==> config.mk <==
export PLATFORM = sky130hd
export DESIGN_NAME = duty_bcd_conv_flat
export DESIGN_NICKNAME = d
export VERILOG_FILES = /design/src/rtl/duty_bcd_if.sv /design/src/rtl/duty_bcd_conv.sv /design/src/flat_wrapper.sv
export SDC_FILE = /design/constraint.sdc
export NUM_CORES = 1
export LEC_CHECK = 0
export ABC_AREA = 0
export CAP_MARGIN = 5
export CORE_MARGIN = 2
export CORE_UTILIZATION = 55
export CTS_CLUSTER_DIAMETER = 40
export DETAILED_ROUTE_END_ITERATION = 12
export PLACE_DENSITY_LB_ADDON = 0.05
export SLEW_MARGIN = 5
export SYNTH_ARGS = -nofsm -noshare
export SYNTH_HDL_FRONTEND = slang
export SYNTH_SLANG_ARGS = --single-unit
==> constraint.sdc <==
create_clock -name clk -period 3.45 [get_ports clk]
set_input_delay 0.8625 -clock clk [delete_from_list [all_inputs] [get_ports clk]]
set_output_delay 0.8625 -clock clk [all_outputs]
set_load 0.005 [all_outputs]
==> src/rtl/duty_bcd_if.sv <==
// Handshake bundle between the duty-cycle meter side and the BCD converter.
// The refresh request is force_req because "force" is a reserved word.
interface duty_bcd_if;
  logic [15:0] duty_in;
  logic        force_req;
  logic [19:0] bcd;
  logic        over;
  logic        valid;
  logic        busy;

  modport master (output duty_in, force_req, input bcd, over, valid, busy);
  modport slave  (input duty_in, force_req, output bcd, over, valid, busy);
endinterface

==> src/rtl/duty_bcd_conv.sv <==
// Rate-limited sequential double-dabble: converts the per-mille duty value to
// five BCD digits only on a value change or forced refresh.
module duty_bcd_conv #(
  parameter int IN_W       = 16,
  parameter int MAX_VAL    = 1000,
  parameter int UPDATE_DIV = 50000
) (
  input  logic       clk,
  input  logic       rst_n,
  duty_bcd_if.slave  bus
);
  localparam int SW = IN_W + 20;
  localparam int HW = (UPDATE_DIV > 1) ? $clog2(UPDATE_DIV) : 1;
  localparam logic [HW-1:0] HO_INIT  = HW'(UPDATE_DIV - 1);
  localparam logic [3:0]    CNT_LAST = 4'(IN_W - 1);

  typedef enum logic [1:0] {IDLE, SHIFT, DONE} state_t;

  state_t          state, state_n;
  logic [SW-1:0]   sreg;
  logic [IN_W-1:0] last_val;
  logic [HW-1:0]   holdoff;
  logic [3:0]      cnt;
  logic            pend;
  logic            capture;

  function automatic logic [19:0] add3(input logic [19:0] b);
    for (int i = 0; i < 5; i++)
      if (b[4*i +: 4] >= 4'd5) b[4*i +: 4] = b[4*i +: 4] + 4'd3;
    return b;
  endfunction

  always_comb begin
    state_n = state;
    capture = 1'b0;
    case (state)
      IDLE:
        if (holdoff == '0 && (bus.duty_in != last_val || bus.force_req || pend)) begin
          capture = 1'b1;
          state_n = SHIFT;
        end
      SHIFT:   if (cnt == CNT_LAST) state_n = DONE;
      DONE:    state_n = IDLE;
      default: state_n = IDLE;
    endcase
  end

  always_ff @(posedge clk or negedge rst_n) begin
    if (!rst_n) begin
      state     <= IDLE;
      sreg      <= '0;
      last_val  <= '0;
      holdoff   <= '0;
      cnt       <= '0;
      pend      <= 1'b0;
      bus.bcd   <= '0;
      bus.over  <= 1'b0;
      bus.valid <= 1'b0;
      bus.busy  <= 1'b0;
    end else begin
      state     <= state_n;
      bus.valid <= 1'b0;
      // holdoff runs in every state so the next start is spaced from this one
      if (capture)              holdoff <= HO_INIT;
      else if (holdoff != '0)   holdoff <= holdoff - 1'b1;
      // any force that does not start a conversion right now is remembered once
      pend <= capture ? 1'b0 : (pend | bus.force_req);
      case (state)
        IDLE:
          if (capture) begin
            sreg     <= {20'b0, bus.duty_in};
            last_val <= bus.duty_in;
            bus.busy <= 1'b1;
            cnt      <= '0;
          end
        SHIFT: begin
          sreg <= {add3(sreg[SW-1:IN_W]), sreg[IN_W-1:0]} << 1;
          cnt  <= cnt + 1'b1;
        end
        DONE: begin
          bus.bcd   <= sreg[SW-1:IN_W];
          bus.over  <= (last_val > IN_W'(MAX_VAL));
          bus.valid <= 1'b1;
          bus.busy  <= 1'b0;
        end
        default: ;
      endcase
    end
  end
endmodule

==> src/flat_wrapper.sv <==
// flat-port wrapper written by rule: the top's interface ports become plain ports
module duty_bcd_conv_flat 
#(
  parameter int IN_W       = 16,
  parameter int MAX_VAL    = 1000,
  parameter int UPDATE_DIV = 50000
)
  (clk, rst_n, bus_duty_in, bus_force_req, bus_bcd, bus_over, bus_valid, bus_busy);
  duty_bcd_if bus_i ();
  input  logic clk;
  input  logic rst_n;
  input wire logic [$bits(bus_i.duty_in)-1:0] bus_duty_in;
  input wire logic [$bits(bus_i.force_req)-1:0] bus_force_req;
  output wire logic [$bits(bus_i.bcd)-1:0] bus_bcd;
  output wire logic [$bits(bus_i.over)-1:0] bus_over;
  output wire logic [$bits(bus_i.valid)-1:0] bus_valid;
  output wire logic [$bits(bus_i.busy)-1:0] bus_busy;
  assign bus_i.duty_in = bus_duty_in;
  assign bus_i.force_req = bus_force_req;
  assign bus_bcd = bus_i.bcd;
  assign bus_over = bus_i.over;
  assign bus_valid = bus_i.valid;
  assign bus_busy = bus_i.busy;
  duty_bcd_conv #(.IN_W(IN_W), .MAX_VAL(MAX_VAL), .UPDATE_DIV(UPDATE_DIV)) u_core (.clk(clk), .rst_n(rst_n), .bus(bus_i));
endmodule
==> After elaboration in Yosys (flattened, before gate mapping) <==
Cells that the tools add are included.
{ "totals": {"ff_bits": 98, "inputBits": 19, "out_inout_bits": 23, "word_cells": 64} }
{ "classes": {"addsub": 7, "order_cmp": 6, "eq_ne": 7, "mux": 20, "n_bitwise": 1, "n_reduce_logical": 13} }
{ "ops": {"columns": ["operator", "count"], "rows": [
  ["$pmux 36 s2", 1],
  ["$mux 36", 1],
  ["$mux 16", 2],
  ["$ge 4x3->1 const B", 5],
  ["$mux 4", 5],
  ["$add 4x2->4 const B", 4],
  ["$gt 16x10->1 const B", 1],
  ["$logic_not 16->1", 1],
  ["$ne 16x16->1", 1],
  ["$reduce_bool 16->1", 1],
  ["$sub 16x1->16 const B", 1],
  ["$pmux 4 s2", 1],
  ["$reduce_and 2->1", 4],
  ["$ne 2x1->1 const B", 3],
  ["$reduce_bool 2->1", 3],
  ["$mux 1", 5],
  ["$add 4x1->4 const B", 1],
  ["$eq 4x4->1 const B", 1],
  ["$mux 2", 2],
  ["$pmux 2 s2", 1],
  ["$add 3x2->3 const B", 1],
  ["$mux 3", 1],
  ["$eq 2x1->1 const B", 1],
  ["$eq 2x2->1 const B", 1],
  ["5 further kinds", 6]
]} }

==> Depth between registers and ports, before layout <==
{ "depth": {"word_depth": 8, "depth_mapped": 8, "mapped_depth_nobuf": 8} }

==> Worst setup path after synthesis <==
Ideal clock, no wire load.
{ "synth_path": {"kind": "reg2reg", "startpoint": "register u_core.holdoff[6]", "endpoint": "register u_core.last_val[0]", "setup_time_ns": 0.125, "arrival_ns": 2.276, "slack_ns": 1.049, "path_stages_with_launch": 7, "cell_sequence": "dfrtp_1 nor4_4 nand4_2 or3_4 a311oi_4 buf_4 mux2_2"} }
{ "synth_via": {"elab_chain_len": 5} }
{ "synth_rtl": {"columns": ["item", "line", "rtl"], "rows": [
  ["from (decl)", "duty_bcd_conv.sv:22", "logic [HW-1:0] holdoff;"],
  ["from (signal assigned)", "duty_bcd_conv.sv:65", "else if (holdoff != '0) holdoff <= holdoff - 1'b1;"],
  ["$logic_not 16->1", "duty_bcd_conv.sv:38", "if (holdoff == '0 && (bus.duty_in != last_val || bus.force_req || pend)) begin"],
  ["$logic_and 1x1->1", "duty_bcd_conv.sv:38", null],
  ["$mux 1", "duty_bcd_conv.sv:38", null],
  ["$mux 1", "duty_bcd_conv.sv:36", "case (state)"],
  ["$reduce_and 2->1 (no line)", null, null],
  ["to (signal assigned)", "duty_bcd_conv.sv:72", "last_val <= bus.duty_in;"],
  ["to (decl)", "duty_bcd_conv.sv:21", "logic [IN_W-1:0] last_val;"]
]} }
No other way between the ends.
A chain may end at the register's enable or synchronous reset.

==> Worst setup path after layout <==
{ "layout_path": {"startpoint": "input port bus_duty_in[10]", "endpoint": "register u_core.sreg[9]"} }
{ "layout_via": {"elab_chain_len": 8} }
{ "layout_rtl": {"columns": ["item", "line", "rtl"], "rows": [
  ["from (decl)", "flat_wrapper.sv:12", "input wire logic [$bits(bus_i.duty_in)-1:0] bus_duty_in;"],
  ["$ne 16x16->1", "duty_bcd_conv.sv:38", null],
  ["$logic_or 1x1->1 (2 in series)", "duty_bcd_conv.sv:38", null],
  ["$logic_and 1x1->1", "duty_bcd_conv.sv:38", null],
  ["$mux 1", "duty_bcd_conv.sv:38", null],
  ["$mux 1", "duty_bcd_conv.sv:36", null],
  ["$ne 2x1->1 (no line)", null, null],
  ["$reduce_and 2->1 (no line)", null, null],
  ["to (signal assigned)", "duty_bcd_conv.sv:71", "sreg <= {20'b0, bus.duty_in};"],
  ["to (signal assigned)", "duty_bcd_conv.sv:77", "sreg <= {add3(sreg[SW-1:IN_W]), sreg[IN_W-1:0]} << 1;"],
  ["to (decl)", "duty_bcd_conv.sv:20", "logic [SW-1:0] sreg;"]
]} }
No other way between the ends.

==> out/metrics.csv <==
stage,metric,value,unit
synth,yosysUniqueCellTypes,48,
floorplan,fp.dieArea,9080,sq um
synth,ys_seq_area_frac,0.535,
global_route,track_usage,0.215,
timing,setup_violations,0,
worst_setup_path,cp.depth,8,
cells_and_area,diodes,0,
placement,port_buffers,41,
timing,skew,0.0141,ns
job,drv_cap,0,
worst_setup_path,end_kind,flip-flop,
route,dr.pass1.iters,5,
min_path,hold_class,in2async,
synth,async_flop_share,1.00,
timing,fin_setup_tns,0,ns
floorplan,die_width,95.3,um
power,vdd_drop_max,0.000351,V
synth,synth_edf_count,0,
run_status,status,"finished, final reports clean",
worst_setup_path,startpoint,bus_duty_in[10],
global_route,grt_antenna_before_repair,0,
cts,cts_hold_buf,0,
route,drtIter0Drc,147,
worst_setup_path,r2r_setup_slack,0.74,ns
placement,place_ws,0.322,ns
worst_setup_path,crit_slowest_cell,clkdlybuf4s50_1,
route,drt_wl_total,8.69,mm
cts,cts_root_buffer,clkbuf_8,
cts,cts_sinks,98,
floorplan,dieHeight,95.3,um
synth,syn-cell-area,4590,sq um
cells_and_area,seqCellArea,2450,sq um
power,p_per_area,578,nW/um^2
timing,finalHoldViolCount,0,
route,wl_per_cell,15.2,um
cells_and_area,fillerInstances,650,
synth,synth_fp_nets,449,
floorplan,fp-row-count,33,
global_route,grt_start_max_net_pins,59,
worst_setup_path,worstPathCellList,clkdlybuf4s50_1 > xor2_1 > nor4_1 > and3_1 > a311oi_4 > buf_12 > nor2_4 > a221o_1,
timing,fmax,361,MHz
route,drc,0,
cts,ctsResizeCount,0,
worst_setup_path,path_max_fanout,21,
route,vias_per_cell,5.56,
timing,fin_ws,0.682,ns
worst_setup_path,rr_worst_depth,7,
timing,tightestPinTransition,1.12,ns
cells_and_area,multi_input_area,2000,sq um
cts,clk_pin_slew,0.09,ns
global_route,overflow,0,
placement,place_congestion,0.785,
global_route,grt_pass1_wl,15.1,mm
cts,cts_tree,yes,
route,ant_nets,0,
worst_setup_path,required,3.68,ns
floorplan,start_util,0.564,
cts,post_cts_buffers,0,
synth,yosysWarnings,0,
worst_setup_path,arrival,3.00,ns
synth,synth_area_per_cell,11.0,sq um
synth,synth_seq_cells,98,
worst_setup_path,max_stage_delay,0.48,ns
global_route,first_global_vias,3162,
worst_setup_path,cp_top_family,compound AO/OA/AOI/OAI gates,
cts,cts.path.max_buffers,2,
synth,syn_inst,418,
cts,numCtsBuffers,9,
cells_and_area,nNetsFinal,491,
synth,synth_ff_type,dfrtp_1,
power,p_leak,2.39,nW
cells_and_area,layout-drive-gt1-share,0.103,
floorplan,core_area,8130,sq um
route,dr_total_vias,3170,
cts,clk_latency,0.36,ns
worst_setup_path,critPathBufInv,2,
timing,fin_crit,2.77,ns
placement,hpwl,6.17,mm
timing,rsz0062_at_grt,false,
floorplan,design.portCount,42,
worst_setup_path,critPathKind,in2reg,
timing,slew_headroom,0.251,
worst_setup_path,r2r-start,u_core.holdoff[2]$_DFFE_PN0P_,
timing,report.final.slew_viol_count,0,
cells_and_area,area_growth,15.7,%
cts,htree_levels,3,
worst_setup_path,cp-start-kind,input port,
timing,fin_crit_sh,0.802,
## metrics by stage
step	cells	utilization	hold slack [ns]	total power, mW	area (sq um)
floorplan	418	-	0.446	2.05	4590
global placement	554	0.631	0.460	2.40	5140
detailed placement	554	0.631	0.470	2.44	5140
CTS	570	0.652	0.485	3.11	5310
global route	570	0.652	0.505	3.30	5310
finish	570	0.652	0.481	3.07	5310
## state kept, by name, summed over array words and instances (netlist names)
signal            count
u_core.sreg          36
u_core.bus.bcd       20
u_core.holdoff       16
u_core.last_val      16
u_core.cnt            4
u_core.state          2
u_core.bus.busy       1
u_core.bus.over       1
u_core.bus.valid      1
u_core.pend           1
## placed cells by master (no fill, tap or decap), types with 2 or more instances in the layout
cell / instances
nand4_1: 3
and2_1: 15
clkdlybuf4s50_1: 40
ha_1: 12
nor2_1: 17
inv_1: 15
nand2_1: 47
nand2b_1: 8
a21o_1: 17
a32o_1: 5
mux2_2: 13
dfrtp_1: 98
or3_1: 6
nor4_1: 3
a221o_1: 15
buf_12: 2
o211ai_1: 2
nor4_4: 2
nor3_1: 6
o21ai_0: 22
clkbuf_8: 9
and3_1: 3
nor3b_1: 4
buf_4: 8
xor2_1: 11
nand3_1: 6
xnor2_1: 22
clkinv_2: 4
a21oi_1: 13
nor2b_1: 2
o22ai_1: 14
## routing by layer
| layer | global-route usage | up-vias | wire length, um |
|---|---|---|---|
| li1 | - | 1564 | - |
| met1 | 0.300 | 1550 | 4270 |
| met2 | 0.333 | 45 | 4030 |
| met3 | 0.0419 | 11 | 255 |
| met4 | 0.0809 | 0 | 137 |
| met5 | 0 | - | 0 |
## cells by family after synthesis
family	share of synthesized area
compound gates	0.151
xor+xnor	0.0630
fa+ha+maj	0.0327
buf+inv	0.0306
flops	0.535
mux	0.0341
simple gates	0.154
## Yosys cell counts, types with 5 or more instances
master,instances,share of area
a21o_1,17,0.028
a21oi_1,13,0.014
a221o_1,15,0.033
a32o_1,5,0.011
and2_1,15,0.020
clkbuf_1,15,0.012
dfrtp_1,98,0.53
ha_1,12,0.033
inv_1,15,0.012
mux2_2,13,0.032
nand2_1,47,0.038
nand2b_1,8,0.011
nand3_1,6,0.0065
nor2_1,17,0.014
nor3_1,6,0.0065
o21ai_0,22,0.024
o22ai_1,14,0.019
or3_1,6,0.0082
xnor2_1,22,0.042
xor2_1,11,0.021
## report_power, final
group	internal [mW]	leakage, nW	total [mW]	switching [mW]
Clock	0.261	0.0891	0.652	0.391
Combinational	0.491	1.09	0.873	0.382
Sequential	1.36	1.21	1.54	0.182
Total	2.11	2.39	3.07	0.955
## area by class of cell
cell class	count	share of cell area
sequential	98	0.462
multi-input combinational	286	0.376
timing repair buffer	50	0.0943
tap	105	0.0248
clock buffer	9	0.0233
inverter	15	0.0106
clock inverter	7	0.00849
## worst paths after layout
kind                                                   to
max                            u_core.sreg[9]$_DFFE_PN0P_
max in group asynchronous      u_core.sreg[6]$_DFFE_PN0P_
max reg2reg                    u_core.sreg[9]$_DFFE_PN0P_
min reg2reg                u_core.holdoff[11]$_DFFE_PN0P_
min                        u_core.bus.bcd[12]$_DFFE_PN0P_
min in group clk           u_core.holdoff[11]$_DFFE_PN0P_
(Power assumes the default switching activity.)
